File: src/rtl/calc_pkg.sv
// calc_pkg: shared definitions for the calculator keypad-entry path.
//  - state_e : entry FSM state encoding (also exported on the debug port)
//  - OP_*    : operator codes understood by the ALU
//  - cnt_w() : width of a digit counter able to hold 0..digits
package calc_pkg;

  typedef enum logic [2:0] {
    ST_N1   = 3'd0,
    ST_OP   = 3'd1,
    ST_N2   = 3'd2,
    ST_EXEC = 3'd3,
    ST_RES  = 3'd4,
    ST_ERR  = 3'd5
  } state_e;

  localparam logic [1:0] OP_ADD = 2'd0;
  localparam logic [1:0] OP_SUB = 2'd1;
  localparam logic [1:0] OP_MUL = 2'd2;
  localparam logic [1:0] OP_DIV = 2'd3;

  localparam int DIGITS_DEF = 4;
  localparam int OP_W_DEF   = 2;

  function automatic int cnt_w(input int digits);
    return $clog2(digits + 1);
  endfunction

endpackage

File: src/rtl/digit_entry_reg.sv
// digit_entry_reg: one operand register built from nibble key digits.
//  clk_i/rst_ni : clock, async active-low reset
//  clr_i        : zero value and digit count (highest priority)
//  ld_i         : load ld_val_i with digit count ld_cnt_i
//  shift_i      : shift digit_i in from the right while count < DIGITS
//  val_o        : operand value (4*DIGITS bits)
module digit_entry_reg
  import calc_pkg::*;
#(
  parameter int DIGITS = 4
) (
  input  logic                        clk_i,
  input  logic                        rst_ni,
  input  logic                        clr_i,
  input  logic                        ld_i,
  input  logic                        shift_i,
  input  logic [4*DIGITS-1:0]         ld_val_i,
  input  logic [cnt_w(DIGITS)-1:0]    ld_cnt_i,
  input  logic [3:0]                  digit_i,
  output logic [4*DIGITS-1:0]         val_o
);
  localparam int W  = 4 * DIGITS;
  localparam int CW = cnt_w(DIGITS);

  logic [W-1:0]  val_q;
  logic [CW-1:0] cnt_q;

  always_ff @(posedge clk_i or negedge rst_ni) begin
    if (!rst_ni) begin
      val_q <= '0;
      cnt_q <= '0;
    end else if (clr_i) begin
      val_q <= '0;
      cnt_q <= '0;
    end else if (ld_i) begin
      val_q <= ld_val_i;
      cnt_q <= ld_cnt_i;
    end else if (shift_i && (cnt_q < CW'(DIGITS))) begin
      // shift form keeps DIGITS=1 legal (no negative part-select)
      val_q <= (val_q << 4) | W'(digit_i);
      cnt_q <= cnt_q + CW'(1);
    end
  end

  assign val_o = val_q;

endmodule

File: src/rtl/calc_entry_ctrl.sv
// calc_entry_ctrl: keypad-entry controller between key decoder and ALU.
//  Builds operands from digit keys, latches the operator, runs the ALU via
//  alu_start/alu_done, supports chained operators and an error state.
//  Key side : key_valid/key_ready, is_num/is_op/is_eq/is_clr, num_val, op_val
//  ALU side : alu_start, alu_done, alu_result, alu_err
//  Display  : num1, num2, operation, state (debug), error
module calc_entry_ctrl
  import calc_pkg::*;
#(
  parameter int DIGITS = DIGITS_DEF,
  parameter int OP_W   = OP_W_DEF
) (
  input  logic                clk,
  input  logic                reset,
  input  logic                key_valid,
  output logic                key_ready,
  input  logic                is_num,
  input  logic                is_op,
  input  logic                is_eq,
  input  logic                is_clr,
  input  logic [3:0]          num_val,
  input  logic [OP_W-1:0]     op_val,
  output logic                alu_start,
  input  logic                alu_done,
  input  logic [4*DIGITS-1:0] alu_result,
  input  logic                alu_err,
  output logic [4*DIGITS-1:0] num1,
  output logic [4*DIGITS-1:0] num2,
  output logic [OP_W-1:0]     operation,
  output logic [2:0]          state,
  output logic                error
);
  localparam int W  = 4 * DIGITS;
  localparam int CW = cnt_w(DIGITS);

  state_e          state_q, state_d, tgt_q, tgt_d;
  logic [OP_W-1:0] op_q, op_d, pend_q, pend_d;
  logic            start_q, start_d, rdy_q, err_q;
  logic            acc, k_clr, k_eq, k_op, k_num;
  logic            clr1, ld1, sh1, ld1_res, clr2, ld2, sh2;
  logic [W-1:0]    digit_w, ld1_val;
  logic [CW-1:0]   ld1_cnt;

  // one key kind per event, clr > eq > op > num
  assign acc   = key_valid & rdy_q;
  assign k_clr = acc & is_clr;
  assign k_eq  = acc & ~is_clr & is_eq;
  assign k_op  = acc & ~is_clr & ~is_eq & is_op;
  assign k_num = acc & ~is_clr & ~is_eq & ~is_op & is_num;

  assign digit_w = W'(num_val);
  assign ld1_val = ld1_res ? alu_result : digit_w;
  // a result fills num1, so further digits would be dropped anyway
  assign ld1_cnt = ld1_res ? CW'(DIGITS) : CW'(1);

  always_comb begin
    state_d = state_q;
    tgt_d   = tgt_q;
    op_d    = op_q;
    pend_d  = pend_q;
    start_d = 1'b0;
    clr1 = 1'b0; ld1 = 1'b0; sh1 = 1'b0; ld1_res = 1'b0;
    clr2 = 1'b0; ld2 = 1'b0; sh2 = 1'b0;
    case (state_q)
      ST_N1: begin
        if (k_num) sh1 = 1'b1;
        else if (k_op) begin op_d = op_val; state_d = ST_OP; end
      end
      ST_OP: begin
        if (k_op) op_d = op_val;
        else if (k_num) begin ld2 = 1'b1; state_d = ST_N2; end
      end
      ST_N2: begin
        if (k_num) sh2 = 1'b1;
        else if (k_eq) begin
          start_d = 1'b1; tgt_d = ST_RES; state_d = ST_EXEC;
        end else if (k_op) begin
          // chained operator: applied once the current result is back
          start_d = 1'b1; tgt_d = ST_OP; pend_d = op_val; state_d = ST_EXEC;
        end
      end
      ST_EXEC: begin
        if (alu_done) begin
          if (alu_err) state_d = ST_ERR;
          else begin
            ld1 = 1'b1; ld1_res = 1'b1; clr2 = 1'b1;
            state_d = tgt_q;
            if (tgt_q == ST_OP) op_d = pend_q;
          end
        end
      end
      ST_RES: begin
        if (k_num) begin ld1 = 1'b1; state_d = ST_N1; end
        else if (k_op) begin op_d = op_val; state_d = ST_OP; end
      end
      ST_ERR: ;
      default: state_d = ST_N1;
    endcase
    // key_ready is low in EXEC, so clr can never cut an ALU operation short
    if (k_clr) begin
      state_d = ST_N1; tgt_d = ST_N1; op_d = '0; pend_d = '0;
      clr1 = 1'b1; clr2 = 1'b1; ld1 = 1'b0; sh1 = 1'b0; ld2 = 1'b0; sh2 = 1'b0;
    end
  end

  always_ff @(posedge clk or negedge reset) begin
    if (!reset) begin
      state_q <= ST_N1;
      tgt_q   <= ST_N1;
      op_q    <= OP_W'(OP_ADD);
      pend_q  <= '0;
      start_q <= 1'b0;
      rdy_q   <= 1'b1;
      err_q   <= 1'b0;
    end else begin
      state_q <= state_d;
      tgt_q   <= tgt_d;
      op_q    <= op_d;
      pend_q  <= pend_d;
      start_q <= start_d;
      rdy_q   <= (state_d != ST_EXEC);
      err_q   <= (state_d == ST_ERR);
    end
  end

  digit_entry_reg #(.DIGITS(DIGITS)) u_num1 (
    .clk_i(clk), .rst_ni(reset), .clr_i(clr1), .ld_i(ld1), .shift_i(sh1),
    .ld_val_i(ld1_val), .ld_cnt_i(ld1_cnt), .digit_i(num_val), .val_o(num1)
  );

  digit_entry_reg #(.DIGITS(DIGITS)) u_num2 (
    .clk_i(clk), .rst_ni(reset), .clr_i(clr2), .ld_i(ld2), .shift_i(sh2),
    .ld_val_i(digit_w), .ld_cnt_i(CW'(1)), .digit_i(num_val), .val_o(num2)
  );

  assign key_ready = rdy_q;
  assign alu_start = start_q;
  assign operation = op_q;
  assign state     = state_q;
  assign error     = err_q;

endmodule

File: config.mk
export PLATFORM = sky130hd
export DESIGN_NAME = calc_entry_ctrl
export DESIGN_NICKNAME = d
export VERILOG_FILES = /design/src/rtl/calc_pkg.sv /design/src/rtl/digit_entry_reg.sv /design/src/rtl/calc_entry_ctrl.sv
export SDC_FILE = /design/constraint.sdc
export NUM_CORES = 1
export LEC_CHECK = 0
export CORE_ASPECT_RATIO = 0.8
export CORE_MARGIN = 1.5
export CORE_UTILIZATION = 40
export DETAILED_ROUTE_END_ITERATION = 16
export PLACE_DENSITY = 0.69
export SETUP_SLACK_MARGIN = 0.3
export SLEW_MARGIN = 15
export SYNTH_ARGS = -nofsm -noshare
export SYNTH_HDL_FRONTEND = slang
export SYNTH_SLANG_ARGS = --single-unit
File: constraint.sdc
create_clock -name clk -period 3.93 [get_ports clk]
set_clock_uncertainty 0.05 [all_clocks]
set_input_delay 0.786 -clock clk [delete_from_list [all_inputs] [get_ports clk]]
set_output_delay 0.786 -clock clk [all_outputs]
set_load 0.1 [all_outputs]
# Word-level counts from Yosys, hierarchy flattened
# Cells that the tools add are included.
[op_classes] n_mux=62 eq_ne=14 order_cmp=2 n_addsub=2 bitwise=13 n_reduce_logical=13
[ops] operator="$mux W16" count=7
[ops] operator="$mux W3" count=23
[ops] operator="$or A16 B4 Y16" count=2
[ops] operator="$mux W2" count=11
[ops] operator="$mux W1" count=18
[ops] operator="$pmux W3 S6" count=1
[ops] operator="$ne A3 B3 Y1 const B" count=4
[ops] operator="$eq A3 B3 Y1 const B" count=3
[ops] operator="$reduce_bool A3 Y1" count=3
[ops] operator="$and A1 B1 Y1" count=8
[ops] operator="$add A3 B1 Y3 const B" count=2
[ops] operator="$eq A3 B1 Y1 const B" count=2
[ops] operator="$eq A3 B2 Y1 const B" count=2
[ops] operator="$lt A3 B3 Y1 const B" count=2
[ops] operator="$pmux W2 S3" count=1
[ops] operator="$reduce_and A5 Y1" count=1
[ops] operator="$ne A2 B2 Y1 const B" count=2
[ops] operator="$reduce_and A4 Y1" count=1
[ops] operator="$reduce_bool A2 Y1" count=2
[ops] operator="$reduce_bool A4 Y1" count=1
[ops] operator="$logic_not A3 Y1" count=1
[ops] operator="$ne A3 B2 Y1 const B" count=1
[ops] operator="$not A1 Y1" count=3
[ops] operator="$reduce_and A3 Y1" count=1
[ops] operator="3 further kinds" count=4
[totals] regBits=51 in_bits=31 output_inout_bits=40

# Longest topological paths before layout
# Gate-level depths: netlist (run 1).
[logic_depth] ltp_word=12 depth_mapped=7 depth_no_buf=4

# Modules after synthesis
# A second synthesis (run 1) with hierarchy kept.
[unflattened] cells_unflattened=236 area_unflattened_um2=2736.4
[modules_own_cells] mod="digit_entry_reg" n_inst=2 area_each_um2=934.6 cells_per_inst=69
[modules_own_cells] mod="calc_entry_ctrl" n_inst=1 area_each_um2=867.1 cells_per_inst=98

# Worst setup path before layout (run 1)
# No wires, ideal clock.
[synth_path] path_type="register -> register" start="reg state_q[1] (netlist: state[1])" end="reg err_q (netlist: error)" period_less_slack_ns=2.556 path_buffers=1 setup_slack_ns=1.374 path_stages_with_launch=6 arrival_ns=2.399 path_cell_list="dfrtp_1 buf_6 or3b_1 or4_4 o2111a_2 a2111oi_4"
[synth_via] elab_chain_len=6 word_cells_on_any_way=18 classes_between="6 x eq/ne; 11 x mux; 1 x reduce/logical"
[synth_lines] item="start: declaration" line_no="calc_entry_ctrl.sv:36" text="state_e state_q, state_d, tgt_q, tgt_d;"
[synth_lines] item="start signal: assignment" line_no="calc_entry_ctrl.sv:116" text="state_q <= state_d;"
[synth_lines] item="$mux W3" line_no="calc_entry_ctrl.sv:77" text="end else if (k_op) begin"
[synth_lines] item="$mux W3" line_no="calc_entry_ctrl.sv:75" text="else if (k_eq) begin"
[synth_lines] item="$mux W3" line_no="calc_entry_ctrl.sv:74" text="if (k_num) sh2 = 1'b1;"
[synth_lines] item="$pmux W3 S6 (*)" line_no="calc_entry_ctrl.sv:64" text="case (state_q)"
[synth_lines] item="$mux W3 (*)" line_no="calc_entry_ctrl.sv:100" text="if (k_clr) begin"
[synth_lines] item="$eq A3 B3 Y1 (*)" line_no="calc_entry_ctrl.sv:122" text="err_q <= (state_d == ST_ERR);"
[synth_lines] item="end signal: assignment" line_no="calc_entry_ctrl.sv:122"
[synth_lines] item="end: declaration" line_no="calc_entry_ctrl.sv:38" text="logic start_q, start_d, rdy_q, err_q;"
# Every way passes the cells marked *; elsewhere a longest branch is shown, timed or not.
# A chain may end at the register's enable or synchronous reset.

# Final worst setup path (run 1)
[layout_path] start="reg state_q[0] (netlist: state[0])" end="out state[0]"
[layout_lines] item="end: declaration" line_no="calc_entry_ctrl.sv:30" text="output logic [2:0] state,"
# No word-level cell between the ends.

==> results of run 1 <==
==> logic make-up after synthesis <==
logic type	after synthesis	share of synthesized area, %
AO/OA/AOI/OAI	71	22.8
AND/OR/NAND/NOR	61	13.8
flip-flops	50	48.8
multiplexers	21	9.07
buffers and inverters	20	4.53
adder cells (fa/ha/maj)	2	0.975
==> cell type report <==
class                           instances  area [um2]
Fill cell                             531        2640
Clock inverter                          3        23.8
Clock buffer                            5        68.8
Inverter                                6        22.5
Multi-Input combinational cell        155        1200
Timing Repair Buffer                   74         721
Sequential cell                        50        1250
Tap cell                               81         101
==> power by group through the flow <==
stage,clock (uW),combinational [uW],sequential [uW]
CTS,320,604,605
global route,342,625,613
global placement,0,598,616
finish,316,602,606
floorplan,0,119,931
detailed placement,0,603,614
==> cells in the final DEF, fill, tap and decap left out, types with 3 or more instances in the layout <==
master	count
nor2_1	7
clkdlybuf4s50_1	67
o21ai_0	10
nand3_1	7
a32o_1	12
a211oi_1	5
buf_4	6
nand2b_1	5
nand2_1	12
a22o_1	13
dfrtp_1	49
inv_1	6
clkbuf_8	5
mux2_2	18
a21bo_2	4
a32oi_1	3
nor3_1	3
nand4_1	9
mux2i_1	3
a21oi_1	10
==> cell usage after synthesis, drive strengths merged, types with 4 or more instances <==
| master | count |
|---|---|
| nand4 | 9 |
| nand3 | 8 |
| a21oi | 11 |
| o21ai | 10 |
| buf | 11 |
| nor2 | 7 |
| a22o | 13 |
| nor3 | 4 |
| nand2 | 13 |
| a211oi | 5 |
| a21bo | 4 |
| nand2b | 5 |
| inv | 6 |
| mux2 | 18 |
| a32o | 12 |
| dfrtp | 49 |
==> state kept, by name, indices dropped and copies added, names as in the netlist <==
| name | cells |
|---|---|
| u_num1.cnt_q | 3 |
| alu_start | 1 |
| pend_q | 2 |
| u_num2.val_o | 16 |
| state | 3 |
| u_num2.cnt_q | 3 |
| key_ready | 1 |
| operation | 2 |
| error | 1 |
| tgt_q | 2 |
| u_num1.val_o | 16 |
==> final timing paths <==
check                                                   from                            to  slack, ns  cells after the start
worst max register to register            state[2]$_DFF_PN0_   u_num1.val_o[5]$_DFFE_PN0P_       1.28                      4
worst min register to register  u_num2.val_o[12]$_DFFE_PN0P_  u_num2.val_o[12]$_DFFE_PN0P_       0.46                      1
worst max-delay path                      state[0]$_DFF_PN0_                      state[0]       0.94                      1
min in group clk                u_num2.val_o[12]$_DFFE_PN0P_  u_num2.val_o[12]$_DFFE_PN0P_       0.46                      1
max in group asynchronous                              reset   u_num1.val_o[7]$_DFFE_PN0P_       2.64                      2
worst min-delay path                                   reset  u_num2.val_o[14]$_DFFE_PN0P_       0.45                      1
==> through the flow <==
stage | hold slack [ns] | std cells | utilization [%] | setup slack, ns | power (uW)
4_1_cts | 0.468 | 374 | 56.2 | 0.933 | 1530
3_3_place_gp | 0.433 | 366 | 54.7 | 0.857 | 1210
6_report | 0.446 | 374 | 56.2 | 0.941 | 1520
5_1_grt | 0.493 | 374 | 56.2 | 0.879 | 1580
3_5_place_dp | 0.443 | 366 | 54.7 | 0.807 | 1220
2_1_floorplan | 0.420 | 225 | - | 1.37 | 1050
==> routing by layer <==
| metal | GRT usage [%] | vias up | wire (um) | part of all wire (%) |
|---|---|---|---|---|
| met5 | 0 | - | 0 | 0 |
| met4 | 5.81 | 0 | 68 | 1.1 |
| met3 | 3.94 | 7 | 420 | 6.7 |
| met2 | 28.3 | 68 | 2840 | 45 |
| met1 | 27.2 | 1024 | 2950 | 47 |
| li1 | - | 1001 | - | - |
==> impl_metrics.ini, run 1 <==
[detailed_routing]
dr.first_iter.drc_count = 185
dr_total_vias = 2100
avgRoutedWirePerCell_um = 16.8
antenna_left = 0
detail_route.drc_violations = 0
detailedRoute.firstPassIterationCount = 4
average_vias_per_placed_instance = 5.61
drt_wl_total_um = 6280

[finish]
antenna_cells = 0
finalNetCount = 325
layout.cell_area.non_filler_um2 = 3390
synthToLayoutAreaGrowth_pct = 32.2
layout-drive-gt1-share_pct = 17.4

[sta]
grt_setup_unrepaired = false
maxClockFrequency_ghz = 0.335
hold_violation_total_from_the_final_report = 0
tightestPinTransition_ns = 0.991
relSlewSlack_pct = 33.7
fin_crit_sh_pct = 76.1
timing_max_transition_violations_final = 0
fin_crit_ns = 2.99
setup_tns_ns = 0
final_setup_violating_endpoints = 0

[pwr]
comb_power_share_pct = 39.5
leakage_uw = 0.00139
power.density_cell_area_nw_per_um2 = 449
power.clock.fraction_pct = 20.7
power.switching_uw = 663
ir_worst_vdd_mv = 0.387
internal_power_uw = 860
net_sw_share_pct = 43.5
sequentialPowerShare_pct = 39.8

[floorplanning]
design.core.area_um2 = 6040
design.die.area_um2 = 6910
floorplan.initialDensity_pct = 42.5
floorplan.rows = 25
die_w_um = 92.6
dieHeight_um = 74.6
boundaryPins = 71

[placement]
placedInstanceArea_um2 = 3300
port-buffer-count = 70
hpwl_um = 4490
weighted_congestion_at_the_end_of_routability_driven_global_placement = 0.875

[grt]
grt_max_degree = 31
grt_first_pass_wirelength_um = 10000
globalRouteTotalUtil_pct = 18.8
first_global_vias = 1965
antenna_violations_before_repair = 0
grt.overflow.total = 0

[synthesis]
synth_area_per_cell_um2 = 11.4
synthDominantCellAreaShare_pct = 47.8
yosys_cell_types = 49
synth-edff-count = 0
synth-warning-count = 0
yosys_register_bits = 50
synthCells = 225
ys_async_sr_fraction_pct = 100
synth_top_flop_cell = dfrtp_1
synthesis.nets = 258
synth.largest_area_cell = dfrtp_1
synth.area.top_cells = dfrtp_1 48%, mux2_2 7.9%, a32o_1 4.7%
yosysSeqAreaShare_pct = 48.8
combined_area_of_all_synthesized_cells_um2 = 2570

[setup_path]
critical_path.n_buffers_inverters = 1
worst_ep_arrival_time_ns = 2.15
worstPathCellList = clkdlybuf4s50_1
cp_slowest_stage_delay_ns = 1.23
crit_path_slowest_cell = clkdlybuf4s50_1
start_kind = flip-flop
cpLargestDelayFamily = buffers and inverters
critical_path_required_ns = 3.09
crit_path_end_kind = primary output
timing.setup.critical_path_class = reg -> out
cp_max_fo = 14

[clock_tree]
cts_tree = built
ctsRootBufferMaster = clkbuf_8
holdBufCountCts = 0
postCtsSetupBuffers = 0
clock_sinks = 50
cts_buffers = 5
ctsLongestPathBuffers = 2
clkLatencyLatePin_ns = 0.31
clock_tree.htree_level_count = 2
cts.repair.resized = 0
clk_transition_reported_paths_ns = 0.10

[status]
status = completed

[flow_run]
cap_violations = 0

[worst_hold_path]
timing.hold.worst.class = in -> async
Note: power is estimated with default switching activity, not from simulation.
==> run 2, diff against run 1 <==
==> constraint.sdc (replaced) <==
create_clock -name clk -period 2.8 [get_ports clk]
set_clock_uncertainty 0.05 [all_clocks]
set_input_delay 0.56 -clock clk [delete_from_list [all_inputs] [get_ports clk]]
set_output_delay 0.56 -clock clk [all_outputs]
set_load 0.1 [all_outputs]
==> impl_metrics.ini, run 2 (synthesized netlist as in run 1, its figures left out) <==
[status]
status = completed

[detailed_routing]
drt_wl_total_um = 6280
average_vias_per_placed_instance = 5.56
detail_route.drc_violations = 0
detailedRoute.firstPassIterationCount = 5
dr_total_vias = 2148
antenna_left = 0
avgRoutedWirePerCell_um = 16.3
dr.first_iter.drc_count = 278

[clock_tree]
clock_sinks = 50
ctsLongestPathBuffers = 2
clk_transition_reported_paths_ns = 0.10
holdBufCountCts = 0
clkLatencyLatePin_ns = 0.30
cts_tree = built
ctsRootBufferMaster = clkbuf_8
postCtsSetupBuffers = 0
cts_buffers = 5
clock_tree.htree_level_count = 2
cts.repair.resized = 0

[setup_path]
start_kind = input port
cp_max_fo = 16
timing.critical_path.from = is_clr
worst_ep_arrival_time_ns = 2.48
crit_path_end_kind = flip-flop
critical_path_required_ns = 2.95
rr_startpoint = state[1]$_DFF_PN0_
timing.setup.critical_path_class = in -> reg

[floorplanning]
dieHeight_um = 74.6
design.die.area_um2 = 6910
die_w_um = 92.6
floorplan.rows = 25
design.core.area_um2 = 6040
floorplan.initialDensity_pct = 42.5
boundaryPins = 71

[finish]
synthToLayoutAreaGrowth_pct = 32.2
fillerInstances = 531
finalNetCount = 337
mostFrequentLayoutCells = 56 x buf_4, 47 x dfrtp_1, 29 x clkdlybuf4s50_1
most_frequent_standard_cell_in_the_layout_excluding_fill_and_tap_cells = buf_4
antenna_cells = 0
layout-drive-gt1-share_pct = 33.8

[sta]
timing_max_transition_violations_final = 0
relSlewSlack_pct = 61.5
maxClockFrequency_ghz = 0.428
fin_crit_ns = 2.34
final_setup_violating_endpoints = 0
setup_tns_ns = 0
grt_setup_unrepaired = false
hold_violation_total_from_the_final_report = 0
holdWs_ns = 0.184
tightestPinTransition_ns = 0.572
fin_crit_sh_pct = 83.4

[grt]
grt_max_degree = 24
grt_first_pass_wirelength_um = 9990
globalRouteTotalUtil_pct = 18.7
grt.overflow.total = 0
antenna_violations_before_repair = 0
first_global_vias = 2001

[worst_hold_path]
timing.hold.worst.class = in -> async

[pwr]
leakage_uw = 0.00152
ir_worst_vdd_mv = 0.514
power.density_cell_area_nw_per_um2 = 623

[flow_run]
cap_violations = 0

[placement]
hpwl_um = 4570
weighted_congestion_at_the_end_of_routability_driven_global_placement = 0.862
port-buffer-count = 70
==> run 2: cell count changes in the layout (fill, tap and decap cells not counted), sizes merged <==
cell,before,now
buf,7,57
clkdlybuf4s50,67,29
clkinv,0,1
clkinvlp,2,1
==> run 2: path summary, 6_finish.rpt <==
kind | slack [ns] | depth (start not counted) | end
hold reg to reg | 0.46 | 1 | u_num2.val_o[15]$_DFFE_PN0P_
min in group clk | 0.46 | 1 | u_num2.val_o[15]$_DFFE_PN0P_
max in group asynchronous | 1.82 | 2 | key_ready$_DFF_PN1_
setup / recovery | 0.46 | 5 | u_num1.val_o[13]$_DFFE_PN0P_
setup reg to reg | 0.67 | 4 | u_num1.val_o[13]$_DFFE_PN0P_
hold / removal | 0.18 | 1 | alu_start$_DFF_PN0_
==> run 2: layer usage <==
metal / share of wire, % / vias up / global-route usage (%)
met5: 0 / - / 0
met4: 0.56 / 0 / 4.62
met3: 6.2 / 4 / 4.04
met2: 44 / 76 / 28.5
met1: 49 / 1038 / 27.3
li1: - / 1030 / -
==> run 2: layout make-up <==
cell class | count | area [um2] | share of cell area, %
clock buffers | 5 | 68.8 | 2.03
inverters | 6 | 22.5 | 0.664
well taps | 81 | 101 | 2.99
repair buffers | 86 | 716 | 21.1
clock inverters | 3 | 25.0 | 0.738
multi-input cells | 155 | 1200 | 35.5
flip-flops and latches | 50 | 1250 | 37.0
==> run 2: per-stage QoR <==
stage | std cells | util [%] | total power (uW) | area (um2) | setup slack (ns)
2_1_floorplan | 225 | - | 1470 | 2570 | 0.338
3_3_place_gp | 378 | 54.6 | 1690 | 3300 | 0.235
3_5_place_dp | 378 | 54.6 | 1700 | 3300 | 0.170
4_1_cts | 386 | 56.2 | 2140 | 3390 | 0.495
5_1_grt | 386 | 56.2 | 2210 | 3390 | 0.399
6_report | 386 | 56.2 | 2110 | 3390 | 0.465
==> run 2: worst max-delay path, stage by stage <==
cell,delay [ns]
clkdlybuf4s50_1,0.63
and3_1,0.44
a21oi_4,0.11
nand2_2,0.35
mux2_2,0.38
==> run 2: report_power, final <==
part           switching [uW]  leakage (uW)  internal, uW
Sequential               60.8      0.000673           789
Combinational             607      0.000798           226
Clock                     250     0.0000447           181
Total                     918       0.00152          1200
==> run 3, diff against run 2 <==
--- a/config.mk
+++ b/config.mk
@@ -9,7 +9,7 @@
 export CORE_MARGIN = 1.5
 export CORE_UTILIZATION = 40
 export DETAILED_ROUTE_END_ITERATION = 16
-export PLACE_DENSITY = 0.69
+export PLACE_DENSITY = 0.71
 export SETUP_SLACK_MARGIN = 0.3
 export SLEW_MARGIN = 15
 export SYNTH_ARGS = -nofsm -noshare
==> constraint.sdc (replaced) <==
create_clock -name clk -period 2.05 [get_ports clk]
set_clock_uncertainty 0.05 [all_clocks]
set_input_delay 0.41 -clock clk [delete_from_list [all_inputs] [get_ports clk]]
set_output_delay 0.41 -clock clk [all_outputs]
set_load 0.1 [all_outputs]
==> impl_metrics.ini, run 3 (synthesized netlist as in run 1, its figures left out) <==
[status]
status = completed

[finish]
finalNetCount = 389
finish.utilization_pct = 71.8
fillerInstances = 421
mostFrequentLayoutCells = 73 x buf_4, 46 x dfrtp_1, 25 x clkdlybuf4s50_1
most_frequent_standard_cell_in_the_layout_excluding_fill_and_tap_cells = buf_4
antenna_cells = 0
synthToLayoutAreaGrowth_pct = 68.9
layout-drive-gt1-share_pct = 51.5

[clock_tree]
clock_sinks = 50
clkLatencyLatePin_ns = 0.31
cts_buffers = 5
ctsRootBufferMaster = clkbuf_8
cts_tree = built
clock_tree.htree_level_count = 2
clk_transition_reported_paths_ns = 0.10
holdBufCountCts = 0
ctsLongestPathBuffers = 2

[sta]
relSlewSlack_pct = 78.7
setup_tns_ns = 0
fin_crit_sh_pct = 98.2
grt_setup_unrepaired = true
final_setup_violating_endpoints = 0
maxClockFrequency_ghz = 0.497
hold_violation_total_from_the_final_report = 0
timing_max_transition_violations_final = 0
tightestPinTransition_ns = 0.318
fin_crit_ns = 2.01
finalWorstSetupSlack_ns = 0.0368

[pwr]
sequentialPowerShare_pct = 37.1
power.clock.fraction_pct = 18.9
internal_power_uw = 1780
net_sw_share_pct = 43.1
comb_power_share_pct = 44.0
power.switching_uw = 1350
power.density_cell_area_nw_per_um2 = 723
leakage_uw = 0.00195
ir_worst_vdd_mv = 0.706

[floorplanning]
floorplan.rows = 25
die_w_um = 92.6
design.core.area_um2 = 6040
floorplan.initialDensity_pct = 42.5
boundaryPins = 71
dieHeight_um = 74.6
design.die.area_um2 = 6910

[setup_path]
timing.reg2reg.setup_slack_ns = 0.04
cp_slowest_stage_delay_ns = 0.53
cp_max_fo = 5
worst_ep_arrival_time_ns = 2.17
rr_endpoint = state[0]$_DFF_PN0_
rr_startpoint = state[0]$_DFF_PN0_
worstPathCellList = or3b_4 -> or4_4 -> o2111a_2 -> a211oi_2
endpoint = state[0]$_DFF_PN0_
start_kind = flip-flop
timing.reg2reg.worst_path_depth = 4
critical_path_required_ns = 2.21
timing.setup.critical_path_class = reg -> reg
crit_path_end_kind = flip-flop
crit_path_slowest_cell = dfrtp_4
timing.critical_path.from = state[0]$_DFF_PN0_

[grt]
use_met1_pct = 30.3
antenna_violations_before_repair = 0
grt.busiest_layer = met2
grtUsageMet2_pct = 36.9
grt_max_degree = 51
global_route.usage.met3_pct = 5.25
grt_first_pass_wirelength_um = 12000
grt.overflow.total = 0
globalRouteTotalUtil_pct = 22.7
first_global_vias = 2426

[detailed_routing]
antenna_left = 0
dr_total_vias = 2542
drt_wl_total_um = 8470
avgRoutedWirePerCell_um = 19.3
dr.first_iter.drc_count = 162
average_vias_per_placed_instance = 5.80
detail_route.drc_violations = 0
detailedRoute.firstPassIterationCount = 6

[placement]
weighted_congestion_at_the_end_of_routability_driven_global_placement = 0.898
port-buffer-count = 70
detailedPlace.worstSlack_ns = -0.327
hpwl_um = 5140

[flow_run]
cap_violations = 0

[worst_hold_path]
timing.hold.worst.class = in -> async
-- run 3: changes by cell type in the layout (fill, tap and decap cells not counted), sizes merged --
| cell | before | now |
|---|---|---|
| buf | 57 | 106 |
| clkbuf | 5 | 8 |
| clkdlybuf4s50 | 29 | 25 |
| clkinv | 1 | 2 |
| dlygate4sd2 | 0 | 4 |
| inv | 7 | 6 |
-- run 3: cell type report --
cell class | instances | area, um2 | area share [%]
Timing Repair Buffer | 138 | 1360 | 31.3
Sequential cell | 50 | 1270 | 29.2
Clock inverter | 3 | 21.3 | 0.491
Tap cell | 81 | 101 | 2.34
Inverter | 6 | 25.0 | 0.577
Clock buffer | 5 | 68.8 | 1.59
Multi-Input combinational cell | 155 | 1490 | 34.5
-- run 3: critical path, delay by kind of cell (launching register included) --
family | cells | cell delay (ns)
AND/OR/NAND/NOR | 2 | 0.93
flip-flops | 1 | 0.53
AO/OA/AOI/OAI | 2 | 0.41
-- run 3: worst min path at each step --
stage,from,endpoint,slack [ns],depth (start not counted)
after floorplan,reset,alu_start$_DFF_PN0_,0.06,0
after global placement,reset,u_num2.val_o[14]$_DFFE_PN0P_,0.37,2
after detailed placement,reset,u_num2.cnt_q[1]$_DFFE_PN0P_,0.38,2
after CTS,reset,u_num2.cnt_q[1]$_DFFE_PN0P_,0.03,2
after global routing,reset,u_num2.val_o[6]$_DFFE_PN0P_,0.03,2
final,reset,u_num2.cnt_q[1]$_DFFE_PN0P_,0.01,2
-- run 3: power groups by stage --
stage               Sequential (uW)  Clock (uW)  Combinational, uW
global route                   1170         647               1430
floorplan                      1790           0                287
detailed placement             1180           0               1260
finish                         1160         594               1380
global placement               1180           0               1250
CTS                            1160         607               1310
-- run 3: stage by stage --
| stage | total power (uW) | hold slack (ns) | cells | instance area (um2) |
|---|---|---|---|---|
| after detailed placement | 2440 | 0.375 | 405 | 3700 |
| after global placement | 2430 | 0.368 | 405 | 3700 |
| final | 3140 | 0.0137 | 438 | 4330 |
| after floorplan | 2080 | 0.0644 | 225 | 2700 |
| after global routing | 3250 | 0.0341 | 438 | 4330 |
| after CTS | 3080 | 0.0308 | 426 | 4040 |
-- run 3: layer usage --
layer  vias up  wire [um]
met5         -          0
met4         0        151
met3        20        585
met2       115       4170
met1      1276       3560
li1       1131          -
-- run 3: repair_timing --
action                                  4_1_cts  5_1_grt
setup buffers                                12        9
pin swaps                                    28       17
endpoints found under the setup margin       46       48
gates resized for setup                      43       29
gates cloned                                  1        3
